**src/rtl/seg7_pkg.sv**
```systemverilog
// Shared constants and helpers for the multiplexed 7-segment driver.
// Segment patterns are active-high {g,f,e,d,c,b,a}. Pin polarity is applied at the top level.
package seg7_pkg;

  localparam logic [6:0] SEG_OFF = 7'h00;

  // Entry 15 comes first in the literal, so SEG_TABLE[n] is the pattern for hex digit n.
  localparam logic [15:0][6:0] SEG_TABLE = {
    7'h71, 7'h79, 7'h5E, 7'h39, 7'h7C, 7'h77, 7'h6F, 7'h7F,
    7'h07, 7'h7D, 7'h6D, 7'h66, 7'h4F, 7'h5B, 7'h06, 7'h3F
  };

  // Converts an active-high level to the pin level (common anode drives low to light).
  function automatic logic apply_pol(input logic anode, input logic v);
    return anode ? ~v : v;
  endfunction

endpackage

```
**src/rtl/hex7seg_dec.sv**
```systemverilog
// Combinational hex-to-7-segment decoder, active-high output, with a forced-blank input.
module hex7seg_dec
  import seg7_pkg::*;
(
  input  logic [3:0] hex,
  input  logic       blank,
  output logic [6:0] seg
);

  always_comb begin
    seg = SEG_TABLE[hex];
    if (blank) begin
      seg = SEG_OFF;
    end
  end

endmodule

```
**src/rtl/seg7_scan.sv**
```systemverilog
// Multiplexed NDIG-digit 7-segment driver: refresh prescaler, dead-time blanking,
// double-buffered display data, leading-zero blanking and selectable pin polarity.
module seg7_scan
  import seg7_pkg::*;
#(
  parameter int unsigned NDIG  = 4,
  parameter int unsigned DIV   = 50000,
  parameter int unsigned DEAD  = 2,
  parameter int unsigned ANODE = 1,
  parameter int unsigned LZB   = 1
) (
  input  logic              clk,
  input  logic              rstn,
  input  logic              en,
  input  logic [4*NDIG-1:0] data,
  input  logic [NDIG-1:0]   dp_in,
  input  logic              load,
  output logic [6:0]        seg,
  output logic              dp,
  output logic [NDIG-1:0]   dig,
  output logic              frame
);

  localparam int unsigned CW  = (DIV > 1) ? $clog2(DIV) : 1;
  localparam int unsigned IW  = (NDIG > 1) ? $clog2(NDIG) : 1;
  localparam logic        POL = (ANODE != 0);

  logic [CW-1:0]     cnt_q, cnt_d;
  logic [IW-1:0]     idx_q, idx_d;
  logic              tick, last_dig, frame_d;
  logic [4*NDIG-1:0] pend_data_q, act_data_q;
  logic [NDIG-1:0]   pend_dp_q, act_dp_q;
  logic [NDIG-1:0]   blank_vec, dig_raw, dig_d;
  logic [3:0]        nib;
  logic [6:0]        seg_dec, seg_raw, seg_d;
  logic              dp_raw, dp_d, lit, zero_run;

  // Prescaler and digit index; frame is looked ahead so the registered pulse
  // lines up with the last cycle of the final slot.
  always_comb begin
    tick     = en && (cnt_q == CW'(DIV - 1));
    last_dig = (idx_q == IW'(NDIG - 1));
    cnt_d    = cnt_q;
    idx_d    = idx_q;
    if (!en) begin
      cnt_d = '0;
      idx_d = '0;
    end else if (tick) begin
      cnt_d = '0;
      idx_d = last_dig ? '0 : idx_q + 1'b1;
    end else begin
      cnt_d = cnt_q + 1'b1;
    end
    frame_d = en && (cnt_d == CW'(DIV - 1)) && (idx_d == IW'(NDIG - 1));
  end

  always_ff @(posedge clk or negedge rstn) begin
    if (!rstn) begin
      cnt_q <= '0;
      idx_q <= '0;
    end else begin
      cnt_q <= cnt_d;
      idx_q <= idx_d;
    end
  end

  // Active copy only changes at the frame boundary; a coincident load bypasses pending.
  always_ff @(posedge clk or negedge rstn) begin
    if (!rstn) begin
      pend_data_q <= '0;
      pend_dp_q   <= '0;
      act_data_q  <= '0;
      act_dp_q    <= '0;
    end else begin
      if (load) begin
        pend_data_q <= data;
        pend_dp_q   <= dp_in;
      end
      if (tick && last_dig) begin
        act_data_q <= load ? data : pend_data_q;
        act_dp_q   <= load ? dp_in : pend_dp_q;
      end
    end
  end

  // A digit is blanked when it and every more-significant nibble are zero (never digit 0).
  always_comb begin
    zero_run  = 1'b1;
    blank_vec = '0;
    for (int k = int'(NDIG) - 1; k >= 0; k--) begin
      zero_run = zero_run && (act_data_q[4*k +: 4] == 4'h0);
      if (k > 0) begin
        blank_vec[k] = zero_run && (LZB != 0);
      end
    end
    nib = act_data_q[4*idx_q +: 4];
  end

  hex7seg_dec u_dec (
    .hex   (nib),
    .blank (blank_vec[idx_q]),
    .seg   (seg_dec)
  );

  always_comb begin
    lit     = en && (cnt_q >= CW'(DEAD));
    seg_raw = lit ? seg_dec : SEG_OFF;
    dp_raw  = lit && act_dp_q[idx_q];
    dig_raw = lit ? (NDIG'(1) << idx_q) : '0;
    for (int b = 0; b < 7; b++) begin
      seg_d[b] = apply_pol(POL, seg_raw[b]);
    end
    dp_d = apply_pol(POL, dp_raw);
    for (int b = 0; b < int'(NDIG); b++) begin
      dig_d[b] = apply_pol(POL, dig_raw[b]);
    end
  end

  always_ff @(posedge clk or negedge rstn) begin
    if (!rstn) begin
      seg   <= {7{POL}};
      dp    <= POL;
      dig   <= {NDIG{POL}};
      frame <= 1'b0;
    end else begin
      seg   <= seg_d;
      dp    <= dp_d;
      dig   <= dig_d;
      frame <= frame_d;
    end
  end

endmodule

```
**config.mk**
```make
export PLATFORM = sky130hd
export DESIGN_NAME = seg7_scan
export DESIGN_NICKNAME = d
export VERILOG_FILES = /design/src/rtl/seg7_pkg.sv /design/src/rtl/hex7seg_dec.sv /design/src/rtl/seg7_scan.sv
export SDC_FILE = /design/constraint.sdc
export NUM_CORES = 1
export LEC_CHECK = 0
export CAP_MARGIN = 20
export CORE_AREA = 3 3 89 74
export CTS_BUF_LIST = sky130_fd_sc_hd__clkbuf_16
export CTS_CLUSTER_DIAMETER = 80
export CTS_CLUSTER_SIZE = 20
export DETAILED_ROUTE_END_ITERATION = 12
export DIE_AREA = 0 0 92 77
export PLACE_DENSITY = 0.85
export SLEW_MARGIN = 10
export SYNTH_ARGS = -nofsm -noshare
export SYNTH_HDL_FRONTEND = slang
export SYNTH_SLANG_ARGS = --single-unit
```
**constraint.sdc**
```tcl
create_clock -name clk -period 3.4 [get_ports clk]
set_input_delay 0.51 -clock clk [delete_from_list [all_inputs] [get_ports clk]]
set_output_delay 0.51 -clock clk [all_outputs]
set_load 0.05 [all_outputs]
```
Word level (Yosys, flattened, before mapping)
Memory sizes are Yosys's and may differ from the RTL's.
Index checks and enable logic that the tools add are counted.
- latch bits: 0
- RAM bits: 0
- output and inout port bits: 13
- memories: 1
- logic and storage cells: 60
- bits of input ports: 24
- bits in read-only memories: 112
- bits in registers: 71
- memory list (name ; words ; bits a word ; read ports ; clocked after memory_dff ; wr ports ; line ; source):
    (no name shown) ; 16 ; 7 ; 1 ; 0 ; 0 ; hex7seg_dec.sv:11 ; seg = SEG_TABLE[hex];
- magnitude comparators: 3
- multipliers: 0
- equality and inequality tests: 4
- bitwise operators: 12
- shifts and indexed selects: 2
- divide/modulo/power cells: 0
- muxes and demuxes: 15
- reductions and logical operators: 11
- add/subtract/negate cells: 2
- operator list (kind ; count):
    $mux W16 ; 3
    $eq A16 B16 Y1 const B ; 2
    $mux W7 ; 3
    $add A16 B1 Y16 const B ; 1
    $ge A16 B2 Y1 const B ; 1
    $shiftx A16 B5 Y4 ; 1
    $logic_not A4 Y1 ; 3
    $not A1 Y1 ; 12
    $logic_and A1 B1 Y1 ; 8
    $mux W4 ; 2
    $mux W2 ; 3
    $lt A4 B5 Y1 const B ; 1
    $bmux W1 S2 ; 2
    $eq A2 B2 Y1 const B ; 2
    $shl A1 B2 Y4 const A ; 1
    $lt A2 B3 Y1 const B ; 1
    $add A2 B1 Y2 const B ; 1
    $mux W1 ; 2

Logic depth before layout (Yosys ltp)
- depth in word-level cells: 8
- depth in mapped cells: 9

Modules after synthesis
A second synthesis with hierarchy kept.
- cells, all modules: 286
- area, all modules: 3567.2 sq um
- by module, submodules not included (module ; seq. area each (sq um) ; cells an instance ; area an instance (sq um) ; times used):
    seg7_scan ; 1791.7 ; 251 ; 3305.7 ; 1
    hex7seg_dec ; 0.0 ; 35 ; 261.5 ; 1

Least setup slack after synthesis
OpenSTA, ideal clock, no wires.
- path kind: reg2reg
- start point: reg idx_q[0]
- end point: reg seg[3]
- cell stages (with the launch flop): 9
- buffers on the path: 1
- arrival: 1.841 ns
- slack: 1.496 ns
- clock period less this slack: 1.904 ns
- cell sequence: dfrtp_1 buf_6 mux4_2 inv_1 ha_1 nand2_1 o21ai_0 mux2_2 nand2_1
- longest elaborated chain between the ends: 6
- elaborated cells on any way between the ends: 8
- those cells by class: shift (1); mux (5); bitwise (1); memory (1)
- ends and longest elaborated chain (element ; line ; source):
    start, declared ; seg7_scan.sv:29 ; logic [IW-1:0] idx_q, idx_d;
    start signal, assigned ; seg7_scan.sv:63 ; idx_q <= idx_d;
    $shiftx A16 B5 Y4 ; seg7_scan.sv:96 ; nib = act_data_q[4*idx_q +: 4];
    $mem_v2 Z16 W7 ; - ;
    $mux W7 (not written as such) ; hex7seg_dec.sv:11 ;
    $mux W7 * ; hex7seg_dec.sv:12 ; if (blank) begin
    $mux W7 * ; seg7_scan.sv:107 ; seg_raw = lit ? seg_dec : SEG_OFF;
    $not A1 Y1 * ; seg7_pkg.sv:15 ; return anode ? ~v : v;
    net seg_d[3] ; seg7_scan.sv:35 ; logic [6:0] seg_dec, seg_raw, seg_d;
    end signal, assigned ; seg7_scan.sv:121 ; seg <= {7{POL}};
    end signal, assigned ; seg7_scan.sv:126 ; seg <= seg_d;
    end, declared ; seg7_scan.sv:18 ; output logic [6:0] seg,
Mark *: on every way through the listed nets, which the timed path passes. The rest lies on a longest branch. The select of a mux whose other input is x is not followed.
A chain may end at the register's enable or synchronous reset.

Worst setup path in the final report
- start point: reg cnt_q[0]
- end point: reg frame
- longest elaborated chain between the ends: 7
- elaborated cells on any way between the ends: 11
- those cells by class: add/sub (1); eq/ne (3); mux (4); reduce/logical (3)
- ends and longest elaborated chain (element ; line ; source):
    start, declared ; seg7_scan.sv:28 ; logic [CW-1:0] cnt_q, cnt_d;
    start signal, assigned ; seg7_scan.sv:62 ; cnt_q <= cnt_d;
    parallel branches: the longest is 6 deep, another holds $add A16 B1 Y16 ; - ;
    $logic_and A1 B1 Y1 * ; seg7_scan.sv:54 ; frame_d = en && (cnt_d == CW'(DIV - 1)) && (idx_d == IW'(NDIG - 1));
    net frame_d ; seg7_scan.sv:30 ; logic tick, last_dig, frame_d;
    end signal, assigned ; seg7_scan.sv:129 ; frame <= frame_d;
    end, declared ; seg7_scan.sv:21 ; output logic frame
Mark *: on every way through the listed nets, which the timed path passes.

==> flow_summary.toml <==
[clock_network]
path_clk_slew_ns = 0.06
htree_levels = 3
cts_sinks = 71
cts_tree = "yes"
root_buffer = "clkbuf_16"
numCtsBuffers = 9
clock_latency_ns = 0.33
ctsHoldBuffers = 0
post_cts_resized = 0
postCtsSetupRepairBufs = 0
ctsLongestPathBuffers = 2

[sta]
slew_viol_final = 0
clock.fmax_mhz = 440
slew_headroom = 0.386
period_share = 0.668
hold_viol = 0
worst_pin_slew_ns = 0.917
layout_setup_ws_ns = 1.13
rsz0062_at_grt = "no"
setup_viol = 0
period_minus_slack_ns = 2.27
final.setup.tns_ns = 0
fin_skew_ns = 0.00416

[yosys]
avgSynthCellArea_um2 = 12.1
ys_seq_area_frac = 0.520
muxShareOfSynthArea = 0.173
synth_top_area_frac = 0.428
yosys-top-cells-area = "dfrtp_1 43%, mux2_2 14%, dfstp_2 9.1%, ha_1 4.0%, mux4_2 3.3%"
yosys_warnings = 0
synth_nets = 319
synthFlopType = "dfrtp_1"
synth_compound_area_frac = 0.0584
ys_ff_latch = 71
synthSimpleGateAreaFrac = 0.138
syn_area_um2 = 3450
syn_inst = 284
ys_types = 48
ys_async_sr_fraction = 1.00
synth_adder_area_share = 0.0399
synth_edf_count = 0
synth_xor_area_frac = 0.0305
synth_top_family_by_area = "multiplexers"
post-synth-top-area-cell = "dfrtp_1"

[worst_setup_path]
cp.buffers_inverters = 0
critPathRequiredTime_ns = 3.64
cpMaxStageDelayCell = "or3_2"
max_stage_delay_ns = 0.57
r2r_start = "cnt_q[0]"
critPathLaunchType = "flop"
r2r_slack_ns = 1.13
r2r_end = "frame"
cp_cell_sequence = "ha_1 > nand4_1 > or3_2 > o21ai_0 > o2111ai_1 > nor4_2"
endpoint = "frame"
cp_data_arrival_time_ns = 2.51
crit_fanout = 8
crit_family = "simple AND/OR/NAND/NOR gates"
reg2reg_depth = 6
end_kind = "flop"
critPathKind = "flop to flop"
worst-path-stages = 6
cp-startpoint = "cnt_q[0]"

[finish]
layout-drive-gt1-share = 0.276
area_growth_pct = 21.3
fill_cells = 411
n_antenna_cell = 0
final_util = 0.719
final_nets = 356

[die]
fp.dieW_um = 92
io_pins = 37
rows = 25
die_area_um2 = 7080
die_h_um = 77
core_area_um2 = 5820
initial_core_util = 0.592

[grt]
gr-usage-all-layers = 0.218
grt_pass1_wl_mm = 11.9
grt_pass1_vias = 2375
grt_max_degree = 29
antenna_found_initial = 0
grt_overflow = 0

[detailed_routing]
drc = 0
wl_per_cell_um = 17.0
wirelength_mm = 6.90
vias = 2356
avgViaCountPerCell = 5.79
ant_nets = 0
drtIter0Drc = 246
drtPass1Iterations = 4

[flow_run]
maxCapViolations = 0

[pwr]
leakagePower_nw = 1.77
ir_drop_v = 0.000370
p_per_area_nw_per_um2 = 515

[placed_design]
gp_congestion = 0.936
pre_cts_ws_ns = 0.860
io_buffers = 36
post-dp-hpwl_mm = 4.85

[outcome]
status = "completed"

[worst_hold_path]
min_path_type = "primary input to async pin"
[power breakdown]
part / switching [mW] / leakage, nW / internal [mW]
Combinational: 0.0963 / 0.706 / 0.0737
Clock: 0.362 / 0.166 / 0.718
Sequential: 0.0134 / 0.903 / 0.889
[synthesized netlist by cell type, types with 2 or more instances]
| cell type | n |
|---|---|
| nor2_1 | 16 |
| nand4_1 | 7 |
| inv_1 | 11 |
| xnor2_1 | 6 |
| nor4_1 | 12 |
| nor3_1 | 4 |
| nor3b_1 | 2 |
| ha_1 | 11 |
| dfstp_2 | 12 |
| and2_1 | 2 |
| a21oi_1 | 7 |
| nor2b_1 | 3 |
| dfrtp_1 | 59 |
| nand2_1 | 23 |
| o211ai_1 | 4 |
| mux4_2 | 5 |
| o21a_1 | 3 |
| mux2_2 | 43 |
| xor2_1 | 6 |
| clkbuf_1 | 2 |
| o21ai_0 | 5 |
| nand3_1 | 7 |
| buf_6 | 4 |
| buf_2 | 6 |
[placed cells by master, fill, tap and decap left out, types with 3 or more instances in the layout]
cell type         n
nor2b_1           3
xnor2_1           6
clkbuf_16         9
mux4_2            5
o211ai_1          4
mux2_2           43
clkdlybuf4s50_1  35
o21ai_0           5
dfrtp_1          59
dfstp_2          12
nand2_1          23
a21oi_1           7
o21a_1            3
bufinv_16         3
nor3_1            4
nor4_1           12
buf_4             4
ha_1             11
xor2_1            6
nand4_1           7
nor2_1           16
inv_1            11
nand3_1           7
[cells by family after synthesis]
kind of cell             count (synthesis)
AND/OR/NAND/NOR                         87
flip-flops                              71
multiplexers                            48
AO/OA/AOI/OAI                           30
buffers and inverters                   25
XOR/XNOR                                12
adder cells (fa/ha/maj)                 11
[state kept, by name, summed over array words and instances (netlist names)]
register / count
act_data_q: 16
cnt_q: 16
pend_data_q: 16
seg: 7
act_dp_q: 4
dig: 4
pend_dp_q: 4
idx_q: 2
dp: 1
frame: 1
[how the worst min path moves through the flow]
| stage | startpoint | end | cells past startpoint |
|---|---|---|---|
| 5_1_grt | rstn | act_data_q[1] | 1 |
| 3_3_place_gp | pend_data_q[4] | pend_data_q[4] | 1 |
| 2_1_floorplan | rstn | act_data_q[0] | 0 |
| 3_5_place_dp | pend_dp_q[0] | pend_dp_q[0] | 1 |
| 6_report | rstn | pend_data_q[1] | 1 |
| 4_1_cts | rstn | pend_data_q[14] | 1 |
[area by class of cell]
class | count | area, um2 | share of cell area
sequential | 71 | 1790 | 0.428
multi-input combinational | 188 | 1520 | 0.363
timing repair buffer | 40 | 385 | 0.0922
clock buffer | 9 | 225 | 0.0539
clock inverter | 7 | 120 | 0.0287
tap | 81 | 101 | 0.0242
inverter | 11 | 41.3 | 0.00987
[metrics by stage]
stage	std cells	area, um2	hold WS (ns)	total power, mW
after detailed placement	391	3840	0.484	1.09
after global placement	391	3840	0.480	1.08
after global routing	407	4180	0.244	2.22
final	407	4180	0.199	2.15
after floorplan	284	3450	0.214	1.01
after CTS	407	4180	0.219	2.17
[metal layers]
layer / track usage / part of all wire
met1: 0.297 / 0.45
met3: 0.0657 / 0.066
met2: 0.340 / 0.47
met4: 0.0623 / 0.011
met5: 0 / 0
[worst register-to-register path, stage by stage, from the launching register on]
cell and delay (ns):
dfrtp_1 0.42, ha_1 0.29, nand4_1 0.34, or3_2 0.57, o21ai_0 0.16, o2111ai_1 0.19, nor4_2 0.22
Power figures use the tool's default switching activity.
==> variant, RTL diff (same settings) <==
Set the parameter `DIV` to 25000 (it was 50000).
--- a/src/rtl/seg7_scan.sv
+++ b/src/rtl/seg7_scan.sv
@@ -6,3 +6,3 @@
   parameter int unsigned NDIG  = 4,
-  parameter int unsigned DIV   = 50000,
+  parameter int unsigned DIV   = 25000,
   parameter int unsigned DEAD  = 2,
Behaviour: no difference found for any inputs over 10 cycles, from zero or initial values and one cycle with rstn low; that may be too few to reach the edited logic, so the function may still have changed.
==> variant against the original RTL <==
- setup slack worse by 200 ps
- critical path depth is 1 lower
- design area is 0.57% higher
- synthesized area is 0.18% lower
- power is 0.86% lower
- sequential cell count is 1 lower
- critical endpoint is now act_dp_q[2]$_DFFE_PN0P_
- final cell count is 3.4% lower
- routed wire length is 0.10% higher
- largest power group unchanged
==> variant: results <==
outcome:
  outcome: "completed"
global_route:
  grt_max_degree: 51
  grt_pass1_wl_um: 11300
  grt_use_total: 0.208
  grt_pass1_vias: 2208
yosys:
  ys_seq_area_frac: 0.513
  synth_mux_area_frac: 0.195
  synth_commonest_cells: "dfrtp_1, mux2_2, mux2_4"
  synth_fa_ha_area_frac: 0.0400
  synthDistinctLibCells: 44
  ys_top_cells_by_area: "dfrtp_1, dfstp_2, mux2_4"
  synth.net_count: 303
  syn_inst: 268
  synth-xor-area-share: 0.0382
  ys_async_sr_fraction: 1.00
  synth_compound_area_frac: 0.0404
routing:
  drtIter0Drc: 178
  firstDrtPassIters: 4
  via_per_inst: 5.74
  wl_per_cell_um: 17.6
cells_and_area:
  fin_cells: 393
  drive_above_1_share: 0.295
  reg_top3: "act_data_q x16, pend_data_q x16, cnt_q x15"
  nNetsFinal: 342
timing:
  tightest_slew_ps: 701
  fin_skew_ps: 10.1
placement:
  place_area_sq_um: 3840
  routabilityCongestion: 0.889
  place.detailed.instances: 376
  post-dp-hpwl_um: 4450
setup_path:
  rr_endpoint: "act_dp_q[2]$_DFFE_PN0P_"
  r2r_start: "cnt_q[0]$_DFF_PN0_"
  crit_arrival_ps: 2680
  regToRegSetupSlack_ps: 930
  crit_fanout: 20
  rr_worst_depth: 5
clock_tree:
  root_buffer: "clkbuf_16"
power:
  total_leakage_power_nw: 1.81
  peakVddDrop_uv: 266
hold_path:
  hp-class: "in -> async"
[variant: layout make-up]
type                            count  area, sq um
Clock buffer                        9          225
Clock inverter                      7          121
Fill cell                         394         1610
Inverter                           10         37.5
Multi-Input combinational cell    176         1560
Sequential cell                    70         1770
Tap cell                           81          101
Timing Repair Buffer               40          398
[variant: worst max-delay path by stage]
stage	from	endpoint	slack [ps]	depth (start not counted)
4_1_cts	cnt_q[1]$_DFF_PN0_	act_dp_q[2]$_DFFE_PN0P_	950	5
3_3_place_gp	cnt_q[1]$_DFF_PN0_	act_data_q[9]$_DFFE_PN0P_	1060	5
2_1_floorplan	idx_q[0]$_DFF_PN0_	seg[3]$_DFF_PN1_	1380	8
3_5_place_dp	cnt_q[1]$_DFF_PN0_	act_dp_q[2]$_DFFE_PN0P_	1030	5
6_report	cnt_q[0]$_DFF_PN0_	act_dp_q[2]$_DFFE_PN0P_	930	5
5_1_grt	cnt_q[0]$_DFF_PN0_	act_dp_q[2]$_DFFE_PN0P_	810	5
[variant: stage by stage]
step	hold slack, ps	worst slack [ps]
6_report	81.6	930
5_1_grt	100	808
4_1_cts	428	955
3_5_place_dp	482	1030
3_3_place_gp	478	1060
2_1_floorplan	214	1380
[variant: power breakdown]
part           internal (mW)  switching [mW]  total (mW)
logic                 0.0760          0.0952       0.171
clock network          0.720           0.354        1.07
registers              0.877          0.0127       0.890
[variant: critical path, stage by stage (launching register included)]
cell and delay (ps):
dfrtp_1 410, ha_1 300, and4_1 240, and4_1 290, nand3_2 570, mux2_4 520
[variant: metal layers]
metal,vias to the layer above,GRT usage,share of wire
li1,1032,-,-
met4,0,0.0742,0.021
met1,1127,0.284,0.44
met2,84,0.319,0.48
met5,-,0,0
met3,12,0.0618,0.055
